### src/rtl/io_bus_arbiter.sv
// Two-requester arbiter onto the memory-mapped IO bus. It issues one command
// at a time and returns read data to the requester that owns it.
// Optional build macro: IO_ARB_FIXED_PRIORITY_EN (requester 0 always wins ties).
module io_bus_arbiter #(
  parameter int READ_LATENCY = 2
) (
  input  logic        main_clk,
  input  logic        reset_n,
  input  logic        req0,
  input  logic        req1,
  input  logic        we0,
  input  logic        we1,
  input  logic [31:0] addr0,
  input  logic [31:0] addr1,
  input  logic [15:0] wdata0,
  input  logic [15:0] wdata1,
  output logic        ack0,
  output logic        ack1,
  output logic        rvalid0,
  output logic        rvalid1,
  output logic [15:0] rdata0,
  output logic [15:0] rdata1,
  output logic [15:0] data_out_io,
  input  logic [15:0] data_in_io,
  output logic [31:0] address_io,
  output logic [1:0]  control_io
);

  typedef enum logic [1:0] {
    ST_IDLE  = 2'd0,
    ST_ISSUE = 2'd1,
    ST_WAIT  = 2'd2
  } state_e;

  localparam logic [1:0] CTRL_IDLE  = 2'b00;
  localparam logic [1:0] CTRL_READ  = 2'b01;
  localparam logic [1:0] CTRL_WRITE = 2'b10;
  localparam logic [3:0] LAT_LOAD   = 4'(READ_LATENCY);

  state_e      state_q, state_d;
  logic        last_grant_q, last_grant_d;
  logic        owner_q, owner_d;
  logic        we_q, we_d;
  logic [3:0]  cnt_q, cnt_d;
  logic        rvalid0_q, rvalid0_d;
  logic        rvalid1_q, rvalid1_d;
  logic [15:0] rdata0_q, rdata0_d;
  logic [15:0] rdata1_q, rdata1_d;
  logic [1:0]  control_q, control_d;
  logic [31:0] address_q, address_d;
  logic [15:0] dout_q, dout_d;
  logic        any_req_s;
  logic        winner_s;
  logic        ack0_s, ack1_s;

  // Winner selection among the currently requesting masters.
  always_comb begin
    any_req_s = req0 | req1;
    if (req0 && req1) begin
`ifdef IO_ARB_FIXED_PRIORITY_EN
      winner_s = 1'b0;
`else
      winner_s = ~last_grant_q;
`endif
    end else if (req1) begin
      winner_s = 1'b1;
    end else begin
      winner_s = 1'b0;
    end
  end

  // Next-state and output decode; the bus command fields are latched on grant
  // and shown only for the single ISSUE cycle.
  always_comb begin
    state_d      = state_q;
    last_grant_d = last_grant_q;
    owner_d      = owner_q;
    we_d         = we_q;
    cnt_d        = cnt_q;
    rvalid0_d    = 1'b0;
    rvalid1_d    = 1'b0;
    rdata0_d     = rdata0_q;
    rdata1_d     = rdata1_q;
    control_d    = CTRL_IDLE;
    address_d    = 32'h0000_0000;
    dout_d       = 16'h0000;
    ack0_s       = 1'b0;
    ack1_s       = 1'b0;
    case (state_q)
      ST_IDLE: begin
        if (any_req_s) begin
          owner_d      = winner_s;
          last_grant_d = winner_s;
          we_d         = winner_s ? we1 : we0;
          control_d    = we_d ? CTRL_WRITE : CTRL_READ;
          address_d    = winner_s ? addr1 : addr0;
          dout_d       = winner_s ? wdata1 : wdata0;
          ack0_s       = ~winner_s;
          ack1_s       = winner_s;
          state_d      = ST_ISSUE;
        end else begin
          state_d = ST_IDLE;
        end
      end
      ST_ISSUE: begin
        if (we_q) begin
          state_d = ST_IDLE;
        end else begin
          cnt_d   = LAT_LOAD;
          state_d = ST_WAIT;
        end
      end
      ST_WAIT: begin
        // Count 1 marks the cycle whose closing edge samples the bus data.
        if (cnt_q == 4'd1) begin
          if (owner_q) begin
            rdata1_d  = data_in_io;
            rvalid1_d = 1'b1;
          end else begin
            rdata0_d  = data_in_io;
            rvalid0_d = 1'b1;
          end
          cnt_d   = 4'd0;
          state_d = ST_IDLE;
        end else begin
          cnt_d = cnt_q - 4'd1;
        end
      end
      default: begin
        state_d = ST_IDLE;
      end
    endcase
  end

  // State and output registers with synchronous active-low reset.
  always_ff @(posedge main_clk) begin
    if (!reset_n) begin
      state_q      <= ST_IDLE;
      last_grant_q <= 1'b1;
      owner_q      <= 1'b0;
      we_q         <= 1'b0;
      cnt_q        <= 4'd0;
      rvalid0_q    <= 1'b0;
      rvalid1_q    <= 1'b0;
      rdata0_q     <= 16'h0000;
      rdata1_q     <= 16'h0000;
      control_q    <= CTRL_IDLE;
      address_q    <= 32'h0000_0000;
      dout_q       <= 16'h0000;
    end else begin
      state_q      <= state_d;
      last_grant_q <= last_grant_d;
      owner_q      <= owner_d;
      we_q         <= we_d;
      cnt_q        <= cnt_d;
      rvalid0_q    <= rvalid0_d;
      rvalid1_q    <= rvalid1_d;
      rdata0_q     <= rdata0_d;
      rdata1_q     <= rdata1_d;
      control_q    <= control_d;
      address_q    <= address_d;
      dout_q       <= dout_d;
    end
  end

  // Ack is the grant decision itself, so it is suppressed while reset is held.
  assign ack0        = ack0_s & reset_n;
  assign ack1        = ack1_s & reset_n;
  assign rvalid0     = rvalid0_q;
  assign rvalid1     = rvalid1_q;
  assign rdata0      = rdata0_q;
  assign rdata1      = rdata1_q;
  assign control_io  = control_q;
  assign address_io  = address_q;
  assign data_out_io = dout_q;

endmodule

### config.mk
export PLATFORM = sky130hd
export DESIGN_NAME = io_bus_arbiter
export DESIGN_NICKNAME = d
export VERILOG_FILES = /design/src/rtl/io_bus_arbiter.sv
export SDC_FILE = /design/constraint.sdc
export NUM_CORES = 1
export LEC_CHECK = 0
export ABC_CLOCK_PERIOD_IN_PS = 1470
export CORE_ASPECT_RATIO = 1.75
export CORE_MARGIN = 4
export CORE_UTILIZATION = 34
export DETAILED_ROUTE_END_ITERATION = 12
export PLACE_DENSITY_LB_ADDON = 0.1
export SYNTH_ARGS = -nofsm -noshare
export SYNTH_HDL_FRONTEND = slang
export SYNTH_SLANG_ARGS = --single-unit
### constraint.sdc
create_clock -name main_clk -period 1.47 [get_ports main_clk]
set_input_delay 0.441 -clock main_clk [delete_from_list [all_inputs] [get_ports main_clk]]
set_output_delay 0.441 -clock main_clk [all_outputs]
set_load 0.05 [all_outputs]
Word-level counts from Yosys, hierarchy flattened

Index checks and enable logic that the tools add are counted.

Bitwise logic cells: 6
$add $sub $neg: 1
Reductions and logical operators: 9
Multiplexer cells: 19
Equal/unequal tests: 5

Operator list:

| operator                                                               | count |
|---|---|
| 32-bit two-way mux                                                     | 1 |
| 16-bit two-way mux                                                     | 1 |
| 3-bit AND reduction                                                    | 4 |
| 1-bit two-way mux                                                      | 10 |
| 4-bit two-way mux                                                      | 2 |
| 4-bit case mux with 2 select lines                                     | 1 |
| 2-bit two-way mux                                                      | 3 |
| 2-bit case mux with 3 select lines                                     | 1 |
| 4-bit by 1-bit equality test with 1-bit output (second input constant) | 1 |
| 2-bit inequality test (second input constant)                          | 2 |
| 2-bit AND reduction                                                    | 2 |
| 4-bit by 1-bit subtractor with 4-bit output (second input constant)    | 1 |
| 1-bit inverter                                                         | 3 |
| 1-bit AND                                                              | 2 |
| 2-bit by 1-bit equality test with 1-bit output (second input constant) | 1 |
| 2-bit equality test (second input constant)                            | 1 |
| 2-bit logical NOT                                                      | 1 |
| 2-bit nonzero test                                                     | 1 |
| 1-bit logical AND                                                      | 1 |
| 1-bit OR                                                               | 1 |

Flip-flop bits (word level): 93
Bits of input ports: 118
Logic and storage cells: 52

Logic depth before layout (Yosys ltp)

Depth after elaboration: 6
Gate-level depth with buffers: 7
Mapped depth without buffers: 5

Least setup slack after synthesis

OpenSTA, ideal clock, no wires.

Path kind: reg-to-output
Start: register state_q[1]
End: output port ack0
Slack: -0.616 ns
Cell stages (with the launch flop): 5
Data arrival time: 1.645 ns
Buffers on the path: 1
Path through: dfxtp_1 -> nor2_1 -> nand3b_1 -> clkbuf_1 -> nor2_1

Cells in the longest elaborated chain, start to end: 3

RTL lines:

| what                   | RTL line | RTL |
|---|---|---|
| start, declared        | 40       | `state_e state_q, state_d;` |
| start signal, assigned | 151      | `state_q <= state_d;` |
| 2-bit logical NOT      | 89       | `case (state_q)` |
| 1-bit two-way mux      | 89       |  |
| 1-bit AND              | 167      | `assign ack0 = ack0_s & reset_n;` |
| end, declared          | 17       | `output logic ack0,` |

Every way passes these cells.

Worst setup path after layout

Start: register state_q[0]
End: output port ack0

Same word-level chain as after synthesis.

==> results.py <==
metrics = {
    "run_status": {
        "outcome": "finished with violations",
        "violations": "negative setup slack",
    },
    "yosys": {
        "syn_area_um2": 3440,
        "synthesis.nets": 514,
        "yosys_warnings": 0,
        "yosysSeqAreaShare": 0.5413,
        "synth_cell_types": 31,
        "synthesis.instances": 394,
        "ys_ff_latch": 93,
        "syn_area_per_cell_um2": 8.730,
    },
    "timing": {
        "period_needed_ps": 1715,
        "relSlewSlack": 0.6612,
        "tightest_slew_ps": 508.3,
        "fmax_ghz": 0.5829,
        "setup_violations": 36,
        "hold_viol_final": 0,
        "slew_violations": 0,
        "clock_skew_ps": 7.456,
        "rsz0062_at_grt": "true",
        "setup_ws_ps": -245.4,
        "timing.final.crit_share": 1.167,
    },
    "final_layout": {
        "post_route_cells_drive_above_1_share": 0.2636,
        "area_growth_pct": 106.2,
        "stdcell_count": 751,
        "antenna_cells": 0,
        "final_area_um2": 7092,
        "final_nets": 741,
        "fin_util": 0.7200,
    },
    "worst_setup_path": {
        "slowest_stage": "dfxtp_4",
        "start_kind": "register",
        "crit_path_cell_trace": "nor2_4, nand3b_1, nor2_4, buf_12",
        "endpoint_kind": "primary output",
        "path_common_cell": "nor2_4",
        "crit_arrival_ps": 1270,
        "cpPeakStageDelay_ps": 350,
        "cp_max_fo": 2,
        "critPathRequiredTime_ps": 1030,
        "path_class": "register to primary output",
    },
    "place": {
        "port_buffers": 203,
        "dp.cells": 721,
        "place_area_um2": 6603,
        "hpwlAfterDp_um": 9159,
        "place_congestion": 0.7716,
    },
    "floorplan": {
        "io_pins": 204,
        "initial_core_util": 0.3492,
        "dieArea_um2": 11850,
        "die_y_um": 141.1,
        "die_x_um": 84.03,
        "coreArea_um2": 9849,
        "num_rows": 48,
    },
    "detailed_routing": {
        "vias": 3607,
        "first_pass_iters": 4,
        "routed_wl_um": 12280,
        "postRouteAntennaNets": 0,
        "wl_per_cell_um": 16.36,
        "vias_per_cell": 4.803,
        "drc": 0,
        "drt_iter0_drc": 83,
    },
    "clocking": {
        "clkSinkCount": 93,
        "clock_latency_ps": 340,
        "cts_root_buf": "clkbuf_16",
        "cts_tree": "done",
        "path_clk_slew_ps": 60,
        "htreeDepth": 3,
        "cts_made_buffers": 9,
        "clock_path_buffers": 2,
    },
    "power_and_ir_drop": {
        "seqPwrFrac": 0.390,
        "p_switching_mw": 1.946,
        "power_frac_comb": 0.253,
        "sw_frac_of_total": 0.2725,
        "pwr-share-clk": 0.357,
        "vdd_drop_max_uv": 719.6,
        "intPower_mw": 5.197,
        "p_per_area_nw_per_um2": 1007,
        "p_leak_nw": 3.064,
    },
    "global_routing": {
        "grt_pass1_wl_um": 18570,
        "grt-ovfl-total": 0,
        "grt_max_degree": 53,
        "grt_pass1_vias": 3752,
        "antenna_found_initial": 0,
        "grtUsageTotal": 0.2011,
    },
    "run": {
        "cap_viol_max_count": 0,
    },
    "worst_hold_path": {
        "hold_class": "input port to register",
    },
}
[cell usage in the layout, fill, tap and decap left out, types with 2 or more instances in the layout]
cell / count
nor2_4: 3
clkinvlp_4: 3
inv_1: 4
nand2b_1: 3
nand3b_1: 2
dfxtp_1: 87
o21ai_0: 3
nand2_1: 146
buf_2: 3
dfxtp_2: 4
mux2i_1: 34
buf_12: 88
clkbuf_16: 9
nand2b_4: 2
nand3_1: 2
clkbuf_8: 2
bufinv_16: 2
a21oi_1: 52
dfxtp_4: 2
buf_4: 28
buf_6: 4
clkdlybuf4s50_1: 114
nor2_1: 3
or4_4: 6
[Yosys cell counts]
library cell / count / share of area
a21bo_2: 1 / 0.0029
a21boi_1: 1 / 0.0022
a21oi_1: 52 / 0.076
a31o_2: 1 / 0.0025
a31oi_1: 1 / 0.0018
and3_1: 2 / 0.0036
buf_1: 2 / 0.0022
buf_12: 2 / 0.012
buf_2: 3 / 0.0044
buf_6: 2 / 0.0065
clkbuf_1: 16 / 0.017
dfxtp_1: 93 / 0.54
ha_1: 2 / 0.0073
inv_1: 5 / 0.0055
mux2i_1: 34 / 0.099
nand2_1: 146 / 0.16
nand2b_1: 4 / 0.0073
nand2b_4: 1 / 0.0040
nand3_1: 2 / 0.0029
nand3b_1: 2 / 0.0044
nand4b_1: 1 / 0.0025
nor2_1: 6 / 0.0065
nor2b_1: 2 / 0.0036
o211ai_1: 1 / 0.0022
o21a_1: 1 / 0.0022
o21ai_0: 5 / 0.0073
o311ai_0: 1 / 0.0025
o32ai_1: 1 / 0.0025
or3_1: 1 / 0.0018
or3b_2: 1 / 0.0025
or4_1: 2 / 0.0044
[kinds of logic after synthesis]
logic type	share of synthesized area
AO/OA/AOI/OAI	0.1019
adder cells (fa/ha/maj)	0.007274
buffers and inverters	0.04765
flip-flops	0.5413
multiplexers	0.09895
AND/OR/NAND/NOR	0.2030
[stage by stage]
step,total power [mW],TNS (ps),setup WS (ps),hold slack [ps]
4_1_cts,7.159,-1748,-271.0,458.8
3_3_place_gp,4.526,-25820,-629.5,482.1
2_1_floorplan,3.527,-623.1,-180.5,476.9
5_1_grt,7.411,-5515,-291.7,487.0
6_report,7.143,-4360,-245.4,473.9
3_5_place_dp,4.563,-27360,-648.4,491.4
[registers in the layout, indices dropped and copies added (netlist names), 2 cells and up]
signal and cells:
data_out_io 16, rdata1 16, rdata0 16, state_q 2, address_io 32, control_io 2
cnt_q 4
[metal layers]
metal,routed length [µm],global-route usage,vias to the layer above
met2,6849,0.3843,161
met5,0,0,-
li1,-,-,1751
met4,456,0.09322,0
met1,3961,0.1794,1666
met3,1017,0.08012,29
[worst max-delay path: cells and delay by family (launching register included)]
kind | cells | cell delay (ps)
buffers and inverters | 1 | 150
flip-flops | 1 | 350
AND/OR/NAND/NOR | 3 | 420
[area by class of cell]
class | count | area (µm²)
clock buffers | 11 | 252.7
inverters | 5 | 18.77
fillers | 745 | 2758
flip-flops and latches | 93 | 1874
well taps | 125 | 156.4
repair buffers | 237 | 3173
clock inverters | 5 | 82.58
multi-input cells | 275 | 1534
[power groups by stage]
stage	registers [mW]	clock network [mW]	logic, mW
6_report	2.78	2.55	1.81
5_1_grt	2.80	2.72	1.90
4_1_cts	2.78	2.59	1.78
3_5_place_dp	2.83	0	1.73
3_3_place_gp	2.83	0	1.70
2_1_floorplan	3.14	0	0.386
[path summary, 6_finish.rpt]
kind / startpoint / endpoint / slack (ps) / cells past startpoint
hold reg to reg: rdata0[11]$_SDFFE_PN0P_ / rdata0[11]$_SDFFE_PN0P_ / 500 / 2
hold / removal: reset_n / last_grant_q$_SDFFE_PN1P_ / 470 / 3
setup reg to reg: state_q[0]$_SDFFE_PN0P_ / rdata1[9]$_SDFFE_PN0P_ / -170 / 5
setup / recovery: state_q[0]$_SDFFE_PN0P_ / ack0 / -250 / 4
[what timing repair did]
item                       in CTS  in global routing
gates cloned                    3                  1
pin swaps                       7                  2
setup endpoints to repair      86                 37
hold buffers                    0                  0
gates resized for setup        21                  9
setup buffers                   5                  6
No activity file was read; power rests on OpenSTA's default activity.
